--- src/rtl/onchip_block_reader_if.sv ---
// Avalon-MM RAM read port plus valid/ready output stream
// for the on-chip block reader.
interface onchip_block_reader_if #(
    parameter int ADDR_W = 10,
    parameter int DATA_W = 32
);
    logic [ADDR_W-1:0] avm_address;
    logic              avm_chipselect;
    logic              avm_write;
    logic [3:0]        avm_byteenable;
    logic              avm_clken;
    logic [DATA_W-1:0] avm_readdata;

    logic [DATA_W-1:0] st_data;
    logic              st_valid;
    logic              st_ready;

    modport master (
        output avm_address,
        output avm_chipselect,
        output avm_write,
        output avm_byteenable,
        output avm_clken,
        input  avm_readdata,
        output st_data,
        output st_valid,
        input  st_ready
    );

    modport slave (
        input  avm_address,
        input  avm_chipselect,
        input  avm_write,
        input  avm_byteenable,
        input  avm_clken,
        output avm_readdata,
        input  st_data,
        input  st_valid,
        output st_ready
    );
endinterface

--- src/rtl/onchip_block_reader.sv ---
// Sequential block reader: issues single-word RAM reads and
// streams the returned words in order through a small FIFO.
module onchip_block_reader #(
    parameter int ADDR_W     = 10,
    parameter int DATA_W     = 32,
    parameter int FIFO_DEPTH = 4
) (
    input  logic                  clk,
    input  logic                  reset_n,
    input  logic                  start,
    input  logic [ADDR_W-1:0]     base_addr,
    input  logic [ADDR_W:0]       word_count,
    output logic                  busy,
    output logic                  done,
    onchip_block_reader_if.master bus
);
    localparam int PTR_W = $clog2(FIFO_DEPTH);
    localparam int CNT_W = PTR_W + 1;
    localparam logic [ADDR_W:0] ONE = 1;

    typedef enum logic [1:0] {
        IDLE,
        ISSUE,
        DRAIN
    } state_t;

    state_t state, state_nxt;

    logic [ADDR_W-1:0] addr_q;
    logic [ADDR_W:0]   issue_cnt;
    logic [ADDR_W:0]   out_cnt;
    logic              inflight;
    logic              busy_q;
    logic              done_q;
    logic              done_nxt;

    logic [DATA_W-1:0] mem [FIFO_DEPTH];
    logic [PTR_W-1:0]  wr_ptr;
    logic [PTR_W-1:0]  rd_ptr;
    logic [CNT_W-1:0]  fifo_cnt;
    logic [CNT_W-1:0]  occ;

    logic accept;
    logic launch;
    logic pop;
    logic last_issue;
    logic last_pop;

    assign accept = (state == IDLE) && start
                 && (word_count != '0);
    assign pop    = bus.st_valid && bus.st_ready;

    // Occupancy after this cycle's pop, counting the read whose
    // data lands at the end of this cycle; a new read needs a slot.
    assign occ    = fifo_cnt - CNT_W'(pop)
                  + CNT_W'(inflight);
    assign launch = (state == ISSUE)
                 && (occ < CNT_W'(FIFO_DEPTH));

    assign last_issue = launch && (issue_cnt == ONE);
    assign last_pop   = pop && (out_cnt == ONE);

    always_comb begin
        state_nxt = state;
        done_nxt  = 1'b0;
        unique case (state)
            IDLE: begin
                if (start && word_count == '0) begin
                    done_nxt = 1'b1;
                end else if (accept) begin
                    state_nxt = ISSUE;
                end
            end
            ISSUE: begin
                if (last_issue) begin
                    state_nxt = DRAIN;
                end
            end
            DRAIN: begin
                if (last_pop) begin
                    state_nxt = IDLE;
                    done_nxt  = 1'b1;
                end
            end
            default: state_nxt = IDLE;
        endcase
    end

    always_ff @(posedge clk or negedge reset_n) begin
        if (!reset_n) begin
            state     <= IDLE;
            busy_q    <= 1'b0;
            done_q    <= 1'b0;
            inflight  <= 1'b0;
            addr_q    <= '0;
            issue_cnt <= '0;
            out_cnt   <= '0;
        end else begin
            state    <= state_nxt;
            busy_q   <= (state_nxt != IDLE);
            done_q   <= done_nxt;
            inflight <= launch;
            if (accept) begin
                addr_q    <= base_addr;
                issue_cnt <= word_count;
                out_cnt   <= word_count;
            end else begin
                if (launch) begin
                    addr_q    <= addr_q + ADDR_W'(1);
                    issue_cnt <= issue_cnt - ONE;
                end
                if (pop) begin
                    out_cnt <= out_cnt - ONE;
                end
            end
        end
    end

    // Returning data is written unconditionally; the issue
    // throttle above guarantees a free slot.
    always_ff @(posedge clk or negedge reset_n) begin
        if (!reset_n) begin
            wr_ptr   <= '0;
            rd_ptr   <= '0;
            fifo_cnt <= '0;
            for (int i = 0; i < FIFO_DEPTH; i++) begin
                mem[i] <= '0;
            end
        end else begin
            if (inflight) begin
                mem[wr_ptr] <= bus.avm_readdata;
                wr_ptr      <= wr_ptr + PTR_W'(1);
            end
            if (pop) begin
                rd_ptr <= rd_ptr + PTR_W'(1);
            end
            fifo_cnt <= fifo_cnt + CNT_W'(inflight)
                      - CNT_W'(pop);
        end
    end

    assign busy               = busy_q;
    assign done               = done_q;
    assign bus.avm_address    = addr_q;
    assign bus.avm_chipselect = launch;
    assign bus.avm_write      = 1'b0;
    assign bus.avm_byteenable = 4'hF;
    assign bus.avm_clken      = 1'b1;
    assign bus.st_data        = mem[rd_ptr];
    assign bus.st_valid       = (fifo_cnt != '0);
endmodule

--- src/flat_wrapper.sv ---
// flat-port wrapper written by rule: the top's interface ports become plain ports
module onchip_block_reader_flat 
#(
    parameter int ADDR_W     = 10,
    parameter int DATA_W     = 32,
    parameter int FIFO_DEPTH = 4
)
  (clk, reset_n, start, base_addr, word_count, busy, done, bus_avm_address, bus_avm_chipselect, bus_avm_write, bus_avm_byteenable, bus_avm_clken, bus_avm_readdata, bus_st_data, bus_st_valid, bus_st_ready);
  onchip_block_reader_if #(.ADDR_W(ADDR_W), .DATA_W(DATA_W)) bus_i ();
  input  logic clk;
  input  logic reset_n;
  input  logic start;
  input  logic [ADDR_W-1:0] base_addr;
  input  logic [ADDR_W:0] word_count;
  output logic busy;
  output logic done;
  output wire logic [$bits(bus_i.avm_address)-1:0] bus_avm_address;
  output wire logic [$bits(bus_i.avm_chipselect)-1:0] bus_avm_chipselect;
  output wire logic [$bits(bus_i.avm_write)-1:0] bus_avm_write;
  output wire logic [$bits(bus_i.avm_byteenable)-1:0] bus_avm_byteenable;
  output wire logic [$bits(bus_i.avm_clken)-1:0] bus_avm_clken;
  input wire logic [$bits(bus_i.avm_readdata)-1:0] bus_avm_readdata;
  output wire logic [$bits(bus_i.st_data)-1:0] bus_st_data;
  output wire logic [$bits(bus_i.st_valid)-1:0] bus_st_valid;
  input wire logic [$bits(bus_i.st_ready)-1:0] bus_st_ready;
  assign bus_avm_address = bus_i.avm_address;
  assign bus_avm_chipselect = bus_i.avm_chipselect;
  assign bus_avm_write = bus_i.avm_write;
  assign bus_avm_byteenable = bus_i.avm_byteenable;
  assign bus_avm_clken = bus_i.avm_clken;
  assign bus_i.avm_readdata = bus_avm_readdata;
  assign bus_st_data = bus_i.st_data;
  assign bus_st_valid = bus_i.st_valid;
  assign bus_i.st_ready = bus_st_ready;
  onchip_block_reader #(.ADDR_W(ADDR_W), .DATA_W(DATA_W), .FIFO_DEPTH(FIFO_DEPTH)) u_core (.clk(clk), .reset_n(reset_n), .start(start), .base_addr(base_addr), .word_count(word_count), .busy(busy), .done(done), .bus(bus_i));
endmodule
--- config.mk ---
export PLATFORM = sky130hd
export DESIGN_NAME = onchip_block_reader_flat
export DESIGN_NICKNAME = d
export VERILOG_FILES = /design/src/rtl/onchip_block_reader_if.sv /design/src/rtl/onchip_block_reader.sv /design/src/flat_wrapper.sv
export SDC_FILE = /design/constraint.sdc
export NUM_CORES = 1
export LEC_CHECK = 0
export BUFFER_PORTS_ARGS = -buffer_cell sky130_fd_sc_hd__buf_2
export CELL_PAD_IN_SITES_DETAIL_PLACEMENT = 0
export CELL_PAD_IN_SITES_GLOBAL_PLACEMENT = 2
export CORE_AREA = 4 4 140 142
export DETAILED_ROUTE_END_ITERATION = 6
export DIE_AREA = 0 0 144 146
export PLACE_DENSITY = 0.93
export SKIP_CTS_REPAIR_TIMING = 1
export SYNTH_ARGS = -nofsm -noshare
export SYNTH_HDL_FRONTEND = slang
export SYNTH_SLANG_ARGS = --single-unit
--- constraint.sdc ---
create_clock -name clk -period 5.08 [get_ports clk]
set_input_delay 1.016 -clock clk [delete_from_list [all_inputs] [get_ports clk]]
set_output_delay 1.016 -clock clk [all_outputs]
set_load 0.05 [all_outputs]
==> metrics.txt, run 1 <==
# nets final roughly 730; Global Route met1 Usage between 20% and 30%; core area 18500 um^2; Crit Path Class reg2out; Critical Path Fanout Max 9; GR Layer Usage met3 under 10%; WL/cell approximately 19 um; synth warn 0; FF+latch area 4310 um^2; setup TNS 0 ns; CP Launch Type flip-flop; Hold Path Origin u_core.mem[55]$_DFFE_PN0P_; syn avg cell area ~14 um^2; Post-Place Setup Slack ~0.66 ns; gr usage total approximately 17%; Final Cycle Share 89.4%; initial drt markers around 190; TritonCTS buffer count 17; R2R Path Start u_core.fifo_cnt[1]$_DFF_PN0_; Hold Path Stages 1; Final Worst Setup Slack ~0.54 ns; number of synthesized flops with an enable pin 0; Worst EP required roughly 4 ns; total I/O pin count 109; Post-synth top flop dfrtp_1; Die Wd about 140 um; Worst Hold End u_core.mem[55]$_DFFE_PN0P_; fmax ~220 MHz; r2r worst-path depth 11; area of the multi-input gates 3480 um^2; total routed wirelength 17.0 mm; Via density 5.46; RSZ-0062 raised after global routing no; DR DRC count 0; ratio of cells with drive above 1 in the final layout between 40 and 50%; final core occ 50.4%; #FFs+latches synth about 170; Synth Cell Area ~8000 um^2; Reg clk slew, reported paths around 0.060 ns; Final Max Slew Viols 0; total congestion overflow 0; Root Buffer clkbuf_16; row count 50; Detail Route Antenna Nets 0; Initial Utilization a little over two fifths; most frequent cells in the layout dfrtp_1, mux2_2, buf_2; maxcap violations 0; fill cell count 1554; die height about 150 um; Detail Placement HPWL approximately 12 mm; H-tree levels 4; initial antenna violation count 0; I/O Buffers ~100; r2r setup slk between 1.5 and 2 ns; first-pass GRT wire length 27.8 mm; Worst Clk Skew around 0.0086 ns; sequential area share after synthesis 53.9%; Area Growth Syn to Fin 16.4%; drt pass-1 iters 4; asr flop ratio synth 100%; CTS tree yes; DIE AREA between 20000 and 25000 um^2; endpoints failing hold 0; Cells after Synth roughly 570; fin crit period about 4.5 ns; worst min path class reg2reg; WP data arrival roughly 3.5 ns; Vias about 5000; GRT busiest layer met2; Max-slew headroom a little over a third; vias in the first global route ~5300; CTS Sinks approximately 170; Final GP Congestion ~0.81; largest net degree at the start of global routing about 110; Clk Latency, worst-skew pair roughly 0.43 ns; Crit. End Element output port; GR Util met2 a little over a quarter; Worst-Margin Slew 0.962 ns; Final setup viols 0; most common cell after layout, fill and taps aside dfrtp_1; Distinct cells, synth 51; outcome finished, final reports clean; clk buf depth 2; reg-to-reg endpoint u_core.issue_cnt[0]$_DFFE_PN0P_
[flip-flops by register name (all words and copies together) (netlist names)]
register	count
u_core.mem	128
u_core.inflight	1
u_core.out_cnt	11
u_core.bus.avm_address	10
u_core.fifo_cnt	3
u_core.issue_cnt	11
u_core.wr_ptr	2
u_core.state	2
u_core.done	1
u_core.rd_ptr	2
u_core.busy	1
[through the flow]
step / area, um^2 / std cells / hold slack [ns]
global route: 9300 / 910 / 0.510
floorplan: 8000 / 569 / 0.465
global placement: 8720 / 878 / 0.475
CTS: 9300 / 910 / 0.501
finish: 9300 / 911 / 0.501
detailed placement: 8720 / 878 / 0.487
[how the worst max path moves through the flow]
stage	startpoint	end	slack, ns
2_1_floorplan	bus_st_ready	bus_avm_chipselect	0.92
6_report	u_core.fifo_cnt[1]$_DFF_PN0_	bus_avm_chipselect	0.54
5_1_grt	u_core.fifo_cnt[1]$_DFF_PN0_	bus_avm_chipselect	0.34
3_5_place_dp	bus_st_ready	bus_avm_chipselect	0.66
4_1_cts	u_core.fifo_cnt[1]$_DFF_PN0_	bus_avm_chipselect	0.54
3_3_place_gp	bus_st_ready	bus_avm_chipselect	0.72
[critical path: stages, from the launching register on]
cell	delay, ns
dfrtp_1	0.42
o31ai_1	0.56
inv_1	0.13
ha_1	0.30
inv_1	0.03
ha_1	0.18
fa_1	0.37
xor3_2	0.36
nand2_2	0.18
inv_1	0.26
buf_2	0.31
[cells by family after synthesis]
group,synth area share (%)
flops,53.9
mux,28.3
simple gates,6.69
buf+inv,2.85
compound gates,3.93
xor+xnor,2.29
fa+ha+maj,1.97
other cells,0.0940
[area by class of cell]
class | count | share of cell area (%)
flip-flops and latches | 172 | 46.3
multi-input cells | 345 | 37.4
repair buffers | 109 | 6.12
clock buffers | 22 | 5.10
well taps | 234 | 3.15
clock inverters | 10 | 1.13
inverters | 18 | 0.727
diodes | 1 | 0.0269
[routing by layer]
| layer | part of all wire, % | wire (um) |
|---|---|---|
| met1 | 43 | 7340 |
| met5 | 0 | 0 |
| met4 | 0.88 | 150 |
| met2 | 50 | 8520 |
| met3 | 5.9 | 1000 |
[Yosys cell counts (6+ instances only)]
library cell	number	area, um^2
a21oi_1	6	30.0
a221o_1	8	80.1
buf_1	12	45.0
buf_4	7	52.6
clkbuf_1	10	37.5
dfrtp_1	172	4300
ha_1	11	138
inv_1	17	63.8
mux2_2	135	1520
mux4_2	32	721
nand2_1	16	60.1
nand3_1	17	85.1
nand4_1	12	75.1
nor2_1	12	45.0
nor3_1	7	35.0
o21ai_0	13	65.1
xnor2_1	13	114
Power of run 1 is left out: the tool's default activity adds up to more than one toggle a clock period on the data nets, which glitch-free logic cannot reach.
==> run 2: changes to the inputs <==
- CORE_AREA: 4 4 140 142 -> 4 4 147 149
- CTS_CLUSTER_SIZE: unset -> 10
- DIE_AREA: 0 0 144 146 -> 0 0 151 153
- PLACE_DENSITY: 0.93 -> 0.89
- clock period: 5.08 -> 4.2 ns (I/O delays scaled with it)
==> run 2 against run 1 <==
  * Hold slack worse by 0.015 ns
  * Final cell count is 4.3% higher
  * Die area up 9.9%
  * Setup slack got worse by 0.19 ns
  * First-iteration DRC count shrank 3.7%
  * Sequential share of layout area down 0.40 points
  * Largest cell class unchanged
==> metrics.txt, run 2 (synthesis results as in run 1) <==
wl on met1 7.64 mm; CP bufs+invs 4; WL/cell 18.5 um; WP data arrival 3.02 ns; CP peak stage delay 0.43 ns; Final setup viols 0; DR DRC count 0; crit path cell chain o31ai_2 > inv_1 > ha_1 > inv_1 > ha_1 > fa_1 > xor3_2 > nand2_2 > inv_1 > buf_2; R2R Path Start u_core.fifo_cnt[1]$_DFF_PN0_; setup TNS 0 ns; most common cell after layout, fill and taps aside dfrtp_1; worst setup path end bus_avm_chipselect; Top reg by flops u_core.mem; # nets final 736; die height between 150 and 200 um; Crit Path Class reg2out; drt pass-1 iters 4; Worst-Margin Slew between 0.9 and 1 ns; top sig layer met5; Worst path depth 10; most frequent cells in the layout dfrtp_1, mux2_2, buf_2; Ant. Diodes 0; Detail Placement HPWL 12.1 mm; Reg clk slew, reported paths approximately 0.07 ns; fmax around 260 MHz; gr usage total between 15 and 20%; maxcap violations 0; I/O Buffers just over 100; Worst Clk Skew between 0.01 and 0.015 ns; Area Growth Syn to Fin 17.4%; Worst EP required between 3 and 4 ns; Final Max Slew Viols 0; vias in the first global route around 5500; fin crit period around 3.9 ns; largest registers u_core.mem: 128 flops, u_core.issue_cnt: 11 flops, u_core.out_cnt: 11 flops; CTS tree yes; Vias between 4000 and 5000; Critical Path Fanout Max 9; H-tree levels 4; DIE AREA roughly 23000 um^2; r2r worst-path depth 11; Top Family by Delay on Critical Path adder cells; first-pass GRT wire length between 20 and 30 mm; cell mode on critical path inv_1; WL met2 between 8 and 9 mm; r2r setup slk between 1 and 1.5 ns; outcome finished, final reports clean; worst min path class in2async; total routed wirelength roughly 18 mm; Clk Latency, worst-skew pair between 0.4 and 0.5 ns; largest net degree at the start of global routing 98; initial drt markers 180; initial antenna violation count 1; Detail Route Antenna Nets 0; CTS Sinks roughly 170; core area between 20000 and 25000 um^2; total I/O pin count 109; Die Wd ~150 um; Via density approximately 5.3; TritonCTS buffer count 17; fill cell count 1800; row count 52; Initial Utilization 39.6%; Largest register FFs between 100 and 150; Final Cycle Share 91.9%; clk buf depth 2; endpoints failing hold 0; Final GP Congestion between 0.8 and 0.9; Critical Path Source u_core.fifo_cnt[1]$_DFF_PN0_; Max-slew headroom between 30% and 40%; CP Launch Type flip-flop; reg-to-reg endpoint u_core.issue_cnt[8]$_DFFE_PN0P_; ratio of cells with drive above 1 in the final layout roughly half; total congestion overflow 0; RSZ-0062 raised after global routing no; Root Buffer clkbuf_16; CP max stage cell dfrtp_1; routed wl met3 roughly 930 um; Crit. End Element output port
-- run 2: layout make-up --
class / instances / area, um^2 / area share, %
timing repair buffer: 113 / 599 / 6.39
sequential: 172 / 4310 / 45.9
clock inverter: 13 / 131 / 1.40
inverter: 18 / 67.6 / 0.720
clock buffer: 19 / 453 / 4.83
tap: 270 / 338 / 3.60
multi-input combinational: 345 / 3490 / 37.2
-- run 2: worst reg2reg max path: stages, from the launching register on --
cell and delay [ns]:
dfrtp_1 0.43, o31ai_2 0.39, inv_1 0.11, ha_1 0.29
inv_1 0.04, ha_1 0.18, fa_1 0.38, xor3_2 0.24
buf_4 0.17, nand4_1 0.22, or3_1 0.40, a31o_2 0.26
-- run 2: metrics by stage --
stage	setup WS [ns]	util, %	cells	hold slack, ns	cell area [um^2]
detailed placement	0.425	43.6	918	0.486	8790
finish	0.341	46.5	950	0.486	9380
floorplan	0.389	-	569	0.465	8000
CTS	0.123	46.5	950	0.503	9380
global placement	0.468	43.6	918	0.481	8790
global route	0.127	46.5	950	0.509	9380
-- run 2: worst min-delay path by stage --
stage	from	end	slack, ns	cells after the start
2_1_floorplan	u_core.issue_cnt[9]$_DFFE_PN0P_	u_core.issue_cnt[9]$_DFFE_PN0P_	0.47	1
5_1_grt	u_core.mem[15]$_DFFE_PN0P_	u_core.mem[15]$_DFFE_PN0P_	0.51	1
3_3_place_gp	u_core.mem[37]$_DFFE_PN0P_	u_core.mem[37]$_DFFE_PN0P_	0.48	1
4_1_cts	u_core.mem[51]$_DFFE_PN0P_	u_core.mem[51]$_DFFE_PN0P_	0.50	1
3_5_place_dp	u_core.issue_cnt[9]$_DFFE_PN0P_	u_core.issue_cnt[9]$_DFFE_PN0P_	0.49	1
6_report	reset_n	u_core.mem[67]$_DFFE_PN0P_	0.49	1
-- run 2: metal layers --
metal | vias up | global-route usage [%]
met5 | - | 0
met4 | 2 | 5.01
met3 | 19 | 4.23
met2 | 122 | 26.3
met1 | 2571 | 20.4
li1 | 2282 | -
Power of run 2 is left out for the same reason.
==> run 3: changes to the inputs <==
- PLACE_DENSITY: 0.89 -> 0.87
==> run 3 against run 2 <==
  * Sequential cell count did not move
  * Non-clock buffer count decreased by 2
  * Fmax is 2.5% lower
  * Critical path depth is the same
  * Register-to-register slack lost 0.04 ns
  * Via count is 1.5% higher
  * Utilization barely moved
  * Cell area about the same
  * Clock skew decreased by 0.0040 ns
  * First-iteration DRC count up 11%
==> metrics.txt, run 3 (synthesis results as in run 1) <==
outcome finished, final reports clean; Worst-Margin Slew 0.956 ns; r2r worst-path depth 12; row count 52; Vias just over 5000; maxcap violations 0; # nets final roughly 730; R2R Path Start u_core.fifo_cnt[1]$_DFF_PN0_; ratio of cells with drive above 1 in the final layout between 40% and 50%; cell mode on critical path inv_1; endpoints failing hold 0; gr usage total between 15 and 20%; Via density around 5.4; initial drt markers just under 200; Final setup viols 0; initial antenna violation count 1; WP data arrival between 3 and 4 ns; DR DRC count 0; setup TNS 0 ns; reg-to-reg endpoint u_core.bus.avm_address[4]$_DFFE_PN0P_; Critical Path Fanout Max 9; Initial Utilization between 30% and 40%; CTS Sinks approximately 170; Top reg by flops u_core.mem; total I/O pin count approximately 110; total congestion overflow 0; WL/cell about 19 um; Crit Path Class reg2out; Worst Clk Skew 0.00887 ns; Area Growth Syn to Fin 17.4%; CP Launch Type flip-flop; clk buf depth 2; Largest register FFs between 100 and 150; I/O Buffers 102; Detail Route Antenna Nets 0; Max-slew headroom a little over a third; RSZ-0062 raised after global routing no; worst min path class in2async; Die Wd 151 um; Reg clk slew, reported paths 0.07 ns; largest net degree at the start of global routing between 90 and 100; Crit. End Element output port; total routed wirelength 17.7 mm; DIE AREA roughly 23000 um^2; core area 20200 um^2; largest registers u_core.mem: 128 flops, u_core.issue_cnt: 11 flops, u_core.out_cnt: 11 flops; fmax approximately 250 MHz; Worst EP required approximately 3.4 ns; Final Cycle Share a little over nine tenths; Final GP Congestion roughly 0.81; first-pass GRT wire length approximately 28 mm; Final Max Slew Viols 0; vias in the first global route between 5000 and 6000; CP peak stage delay ~0.44 ns; Root Buffer clkbuf_16; CTS tree yes; Post-Layout Inst Area between 9000 and 10000 um^2; CP max stage cell dfrtp_1; most common cell after layout, fill and taps aside dfrtp_1; Ant. Diodes 0; r2r setup slk between 0.9 and 1 ns; Post-DP Area a little under 9000 um^2; most frequent cells in the layout dfrtp_1, mux2_2, buf_2; fin crit period 3.96 ns; H-tree levels 4; die height about 150 um; crit path cell chain o31ai_4 > inv_1 > ha_1 > inv_1 > ha_1 > fa_1 > xor3_2 > nand2_2 > inv_1 > buf_2; TritonCTS buffer count 17; Detail Placement HPWL approximately 12 mm; Clk Latency, worst-skew pair ~0.42 ns; drt pass-1 iters 4
==> run 3: cell types whose count changed in the layout (fill, tap and decap cells not counted) <==
cell / previous run / this run
clkinv_4: 4 / 3
clkinv_2: 2 / 1
clkbuf_8: 2 / 0
inv_8: 2 / 1
o31ai_4: 0 / 1
clkbuf_1: 0 / 3
bufinv_16: 1 / 2
o31ai_2: 1 / 0
buf_12: 0 / 1
buf_4: 11 / 8
==> run 3: final cells by class <==
class | count | area [um^2]
clock inverter | 11 | 136
timing repair buffer | 111 | 597
fill | 1800 | 10800
multi-input combinational | 345 | 3500
inverter | 18 | 67.6
clock buffer | 20 | 437
tap | 270 | 338
sequential | 172 | 4310
==> run 3: worst max-delay path by stage <==
stage | start | endpoint | slack [ns] | cells past startpoint
floorplan | bus_st_ready | bus_avm_chipselect | 0.39 | 10
global placement | bus_st_ready | bus_avm_chipselect | 0.32 | 11
detailed placement | bus_st_ready | bus_avm_chipselect | 0.26 | 11
CTS | u_core.fifo_cnt[1]$_DFF_PN0_ | bus_avm_chipselect | -0.03 | 10
global route | u_core.fifo_cnt[1]$_DFF_PN0_ | bus_avm_chipselect | 0.05 | 10
finish | u_core.fifo_cnt[1]$_DFF_PN0_ | bus_avm_chipselect | 0.24 | 10
==> run 3: layer usage <==
layer	routed length (um)	GRT usage, %	part of all wire [%]
met3	843	4.20	4.8
met1	7640	20.7	43
met2	8980	25.8	51
met4	257	4.58	1.4
met5	7	0	0.039
==> run 3: through the flow <==
stage / utilization, % / cells / setup slack, ns / hold slack, ns
after floorplan: - / 569 / 0.389 / 0.465
after global placement: 43.6 / 916 / 0.320 / 0.475
after detailed placement: 43.6 / 916 / 0.265 / 0.487
after CTS: 46.4 / 947 / -0.0329 / 0.502
after global routing: 46.5 / 947 / 0.0489 / 0.514
final: 46.5 / 947 / 0.243 / 0.493
==> run 3: critical path, delay by kind of cell (launching register included) <==
family / cells / cell delay, ns
fa+ha+maj: 3 / 0.85
buf+inv: 4 / 0.54
flops: 1 / 0.44
xor+xnor: 1 / 0.36
compound gates: 1 / 0.33
simple gates: 1 / 0.17
Power of run 3 is left out for the same reason.
